--- config.mk ---
export PLATFORM = sky130hd
export DESIGN_NAME = serial_in_deframer
export DESIGN_NICKNAME = d
export VERILOG_FILES = /design/src/rtl/serial_in_deframer.sv
export SDC_FILE = /design/constraint.sdc
export NUM_CORES = 1
export LEC_CHECK = 0
export ABC_AREA = 1
export CAP_MARGIN = 20
export CORE_MARGIN = 3
export CORE_UTILIZATION = 50
export DETAILED_ROUTE_END_ITERATION = 16
export MAX_ROUTING_LAYER = met4
export PLACE_DENSITY = 0.81
export SYNTH_ARGS = -nofsm -noshare
export SYNTH_HDL_FRONTEND = slang
export SYNTH_SLANG_ARGS = --single-unit
--- constraint.sdc ---
create_clock -name clk_in -period 1.8 [get_ports clk_in]
set_input_delay 0.36 -clock clk_in [delete_from_list [all_inputs] [get_ports clk_in]]
set_output_delay 0.36 -clock clk_in [all_outputs]
set_load 0.05 [all_outputs]
--- src/rtl/serial_in_deframer.sv ---
// serial_in_deframer
//   Receives the 19-slot serial frame produced by the upstream serial out
//   buffer and presents the decoded address/data word to a consumer.
//   Frame: start (Z=0,D=0), 7 address bits MSB first, gap (Z=1),
//   8 data bits MSB first, gap (Z=1), stop (Z=0,D=0).
//
// Ports
//   clk_in    in   system clock, all state updates on its rising edge
//   reset_n   in   synchronous active-low reset
//   InC       in   serial bit clock (asynchronous to clk_in)
//   InD       in   serial data
//   InZ       in   data line released (high-impedance) indication
//   Ack       in   consumer acknowledge of the held word
//   A_out     out  [6:0] received address
//   D_out     out  [7:0] received data
//   Valid     out  A_out/D_out hold an unacknowledged word
//   Busy      out  a frame is in progress
//   FrameErr  out  one-cycle pulse on protocol violation or timeout
//   Overrun   out  sticky: a good frame was dropped while Valid was high
//
// Output handshake: a word is offered while Valid=1; the consumer takes it by
// raising Ack for one cycle while Valid=1, and Valid drops on the next edge.
// A frame completing in the same cycle as Ack replaces the word instead and
// Valid stays high. Ack while Valid=0 is ignored.
module serial_in_deframer #(
  parameter int TIMEOUT = 64
) (
  input  logic       clk_in,
  input  logic       reset_n,
  input  logic       InC,
  input  logic       InD,
  input  logic       InZ,
  input  logic       Ack,
  output logic [6:0] A_out,
  output logic [7:0] D_out,
  output logic       Valid,
  output logic       Busy,
  output logic       FrameErr,
  output logic       Overrun
);

  typedef enum logic [2:0] {
    IDLE = 3'd0,
    ADDR = 3'd1,
    GAP1 = 3'd2,
    DATA = 3'd3,
    GAP2 = 3'd4,
    STOP = 3'd5
  } state_t;

  localparam logic [7:0] TIMEOUT_LAST = 8'(TIMEOUT - 1);

  state_t     state, stateNext;
  logic [2:0] cSync;
  logic [1:0] dSync, zSync;
  logic       slot, slotD, slotZ;
  logic [2:0] slotCnt, slotCntNext;
  logic [6:0] addrSr, addrSrNext;
  logic [7:0] dataSr, dataSrNext;
  logic [7:0] toCnt;
  logic       timedOut;
  logic       errNext;
  logic       frameDone;

  // Bit slot = rising edge of the synchronised bit clock. Data and Z use the
  // same synchroniser depth so stage 2 of each lines up with the clock edge.
  assign slot  = cSync[1] & ~cSync[2];
  assign slotD = dSync[1];
  assign slotZ = zSync[1];

  // toCnt holds the number of cycles since the last slot, so the error pulse
  // lands exactly TIMEOUT cycles after the last slot's detection cycle.
  assign timedOut = (state != IDLE) && !slot && (toCnt == TIMEOUT_LAST);

  assign Busy = (state != IDLE);

  always_ff @(posedge clk_in) begin
    if (!reset_n) begin
      state <= IDLE;
    end else begin
      state <= stateNext;
    end
  end

  always_comb begin
    stateNext   = state;
    slotCntNext = slotCnt;
    addrSrNext  = addrSr;
    dataSrNext  = dataSr;
    errNext     = 1'b0;
    frameDone   = 1'b0;
    if (timedOut) begin
      stateNext = IDLE;
      errNext   = 1'b1;
    end else if (slot) begin
      case (state)
        IDLE: begin
          // Released-line slots and (Z=0,D=1) slots are line noise, not errors.
          if (!slotZ && !slotD) begin
            stateNext   = ADDR;
            slotCntNext = 3'd0;
            addrSrNext  = 7'd0;
            dataSrNext  = 8'd0;
          end
        end
        ADDR: begin
          if (slotZ) begin
            stateNext = IDLE;
            errNext   = 1'b1;
          end else begin
            addrSrNext = {addrSr[5:0], slotD};
            if (slotCnt == 3'd6) begin
              stateNext   = GAP1;
              slotCntNext = 3'd0;
            end else begin
              slotCntNext = slotCnt + 3'd1;
            end
          end
        end
        GAP1: begin
          if (slotZ) begin
            stateNext   = DATA;
            slotCntNext = 3'd0;
          end else begin
            stateNext = IDLE;
            errNext   = 1'b1;
          end
        end
        DATA: begin
          if (slotZ) begin
            stateNext = IDLE;
            errNext   = 1'b1;
          end else begin
            dataSrNext  = {dataSr[6:0], slotD};
            slotCntNext = slotCnt + 3'd1;
            if (slotCnt == 3'd7) begin
              stateNext = GAP2;
            end
          end
        end
        GAP2: begin
          if (slotZ) begin
            stateNext = STOP;
          end else begin
            stateNext = IDLE;
            errNext   = 1'b1;
          end
        end
        STOP: begin
          stateNext = IDLE;
          if (!slotZ && !slotD) begin
            frameDone = 1'b1;
          end else begin
            errNext = 1'b1;
          end
        end
        default: begin
          stateNext = IDLE;
        end
      endcase
    end
  end

  always_ff @(posedge clk_in) begin
    if (!reset_n) begin
      cSync    <= 3'd0;
      dSync    <= 2'd0;
      zSync    <= 2'd0;
      slotCnt  <= 3'd0;
      addrSr   <= 7'd0;
      dataSr   <= 8'd0;
      toCnt    <= 8'd0;
      A_out    <= 7'd0;
      D_out    <= 8'd0;
      Valid    <= 1'b0;
      FrameErr <= 1'b0;
      Overrun  <= 1'b0;
    end else begin
      cSync    <= {cSync[1:0], InC};
      dSync    <= {dSync[0], InD};
      zSync    <= {zSync[0], InZ};
      slotCnt  <= slotCntNext;
      addrSr   <= addrSrNext;
      dataSr   <= dataSrNext;
      FrameErr <= errNext;
      if (stateNext == IDLE) begin
        toCnt <= 8'd0;
      end else if (slot) begin
        toCnt <= 8'd1;
      end else begin
        toCnt <= toCnt + 8'd1;
      end
      if (frameDone && (!Valid || Ack)) begin
        A_out <= addrSr;
        D_out <= dataSr;
        Valid <= 1'b1;
      end else if (frameDone) begin
        Overrun <= 1'b1;
      end else if (Ack) begin
        Valid <= 1'b0;
      end
    end
  end

endmodule

==> flow_summary.toml <==
[sta]
hold_viol = 0
tightest_slew_ns = 0.5008
post-route-min-period_ns = 1.660
hold_slack_ns = 0.4131
min_period_over_period_pct = 92.22
final.setup.tns_ns = 0
slew_violations = 0
max_freq_ghz = 0.6025
maxSlewHeadroom_pct = 66.56
setup_viol = 0
rsz0062_at_grt = "false"
skew_ns = 0.01233

[critical_path]
rr_endpoint = "toCnt[0]"
cp_max_fo = 4
startpoint = "toCnt[0]"
required_ns = 2.01
crit_arrival_ns = 1.87
reg2reg_setup_slack_ns = 0.14
endpoint_kind = "register"
reg2regPathDepth = 7
cp-start-kind = "register"
cp-endpoint = "toCnt[0]"
r2r-start = "toCnt[0]"
crit_type = "register to register"

[worst_hold_path]
min_path_type = "register to register"
hp-start = "dSync[0]"

[route]
vias_per_cell = 5.239
drc = 0
wl_per_cell_um = 11.58
dr.first_iter.drc_count = 177
wl_um = 4263
final_antenna_net_count = 0
drtPass1Iterations = 4
vias = 1928

[power_and_ir_drop]
power_frac_seq_pct = 56.4
leakagePower_nw = 1.098
p_sw_share_pct = 22.74
p_int_w = 0.001680
peakVddDrop_v = 0.0005024
p_per_area_nw_per_um2 = 812.5
p_comb_share_pct = 7.4
clkPwrFrac_pct = 36.2
p_sw_w = 0.0004946
total_power_w = 0.002175

[clock_tree]
numCtsBuffers = 5
cts_setup_buffers = 0
clockBufferDepth = 2
clock_sinks = 54
clk_latency_ns = 0.31
path_clk_slew_ns = 0.10
cts_max_level = 2
clockRootBuffer = "clkbuf_8"
tritoncts = "yes"

[grt]
grt-busiest-layer = "met2"
met3_usage_pct = 4.788
grt_pass1_wl_um = 7334
grt_max_degree = 31
grt_pass1_vias = 1740
globalRouteTotalUtil_pct = 17.65
overflow = 0
use_met2_pct = 27.36
grt_antenna_before_repair = 0
met1_usage_pct = 21.63

[floorplanning]
placementRows = 23
ios = 25
core_um2 = 4202
start_util_pct = 54.32
die_w_um = 73.56
die_area_um2 = 5411
die_y_um = 73.56

[synthesis]
yosys_warnings = 0
synth_fp_nets = 301
synth_seq_cells = 54
synthCells = 291
yosys.area.top_type = "dfxtp_1"
synth.top_cell.area_share_pct = 47.37
avgSynthCellArea_um2 = 7.843
synth_area_um2 = 2282
ys_seq_area_share_pct = 47.37
synth_cell_types = 29
synth.area.top_cells = "dfxtp_1, a21oi_1, o21ai_0"

[place]
routabilityCongestion = 0.8633
dp_hpwl_um = 3131
port_buffers = 24

[flow_run]
drv_cap = 0

[cells_and_area]
antenna_cells = 0
area_growth_pct = 17.27
drive_gt1_share_pct = 16.35
final_cell_mix = "dfxtp_1, a21oi_1, inv_1"
final_common_cell = "dfxtp_1"
final_nets = 328

[status]
status = "finished clean"
==> cell usage after synthesis (all sizes together) <==
cell    count
o211ai      2
nand3      33
ha          4
clkbuf      7
nor3        1
a21oi      39
nand3b      1
and2        1
nand4       1
nand2      30
buf         5
xnor2       2
inv        39
nor2       31
dfxtp      54
xor2        4
o21ai      37
==> worst max-delay path, cell delays in order, from the launching register on <==
cell and delay (ns):
dfxtp_1 0.37, ha_1 0.19, nand3_1 0.14, nor2_1 0.20
nand3_2 0.14, o211ai_1 0.17, nand3_2 0.16, and2_2 0.19
==> layer usage <==
layer / vias up / share of wire (%)
met3: 8 / 6.7
met1: 871 / 48
met4: 0 / 1.0
met5: - / 0
met2: 49 / 44
li1: 1000 / -
==> how the worst min path moves through the flow <==
stage / cells past startpoint / endpoint
floorplan: 2 / cSync[1]
global placement: 2 / zSync[1]
detailed placement: 2 / zSync[1]
CTS: 2 / dSync[1]
global route: 2 / dSync[1]
finish: 2 / dSync[1]
==> cell families (layout without fill, tap and decap cells) <==
| kind of cell | count (synthesis) | count (layout) | share of synthesized area (%) |
|---|---|---|---|
| fa+ha+maj | 4 | 4 | 2.193 |
| compound gates | 78 | 78 | 17.71 |
| flops | 54 | 54 | 47.37 |
| xor+xnor | 6 | 6 | 2.303 |
| buf+inv | 51 | 78 | 9.320 |
| simple gates | 98 | 98 | 21.11 |
==> sequential cells by signal (all words and copies together), names as in the netlist <==
signal / flops
D_out: 8
dataSr: 8
toCnt: 8
A_out: 7
addrSr: 7
cSync: 3
slotCnt: 3
state: 3
dSync: 2
zSync: 2
FrameErr: 1
Overrun: 1
Valid: 1
==> repair_timing <==
item                                    in CTS  in global routing
endpoints found under the setup margin       0                 17
hold buffers                                 0                  0
resized for setup                            0                  4
==> through the flow <==
step	std cells	setup WS (ns)	area, µm²	util, %
2_1_floorplan	291	0.2386	2282	-
3_3_place_gp	361	0.1983	2559	60.90
3_5_place_dp	361	0.1371	2559	60.90
4_1_cts	368	0.006703	2666	63.46
5_1_grt	368	0.01467	2676	63.70
6_report	368	0.1401	2676	63.70
==> layout make-up <==
cell class / count / area (µm²)
Multi-Input combinational cell: 186 / 993.5
Clock buffer: 5 / 68.82
Inverter: 39 / 146.4
Clock inverter: 2 / 38.79
Sequential cell: 54 / 1084
Fill cell: 375 / 1525
Tap cell: 50 / 62.56
Timing Repair Buffer: 32 / 282.8
==> power groups by stage <==
stage | logic, W | registers [W] | clock network [W]
floorplan | 0.000113 | 0.00125 | 0
global placement | 0.000156 | 0.00125 | 0
detailed placement | 0.000160 | 0.00125 | 0
CTS | 0.000161 | 0.00123 | 0.000811
global route | 0.000181 | 0.00123 | 0.000855
finish | 0.000161 | 0.00123 | 0.000788
No activity file was read; power rests on OpenSTA's default activity.
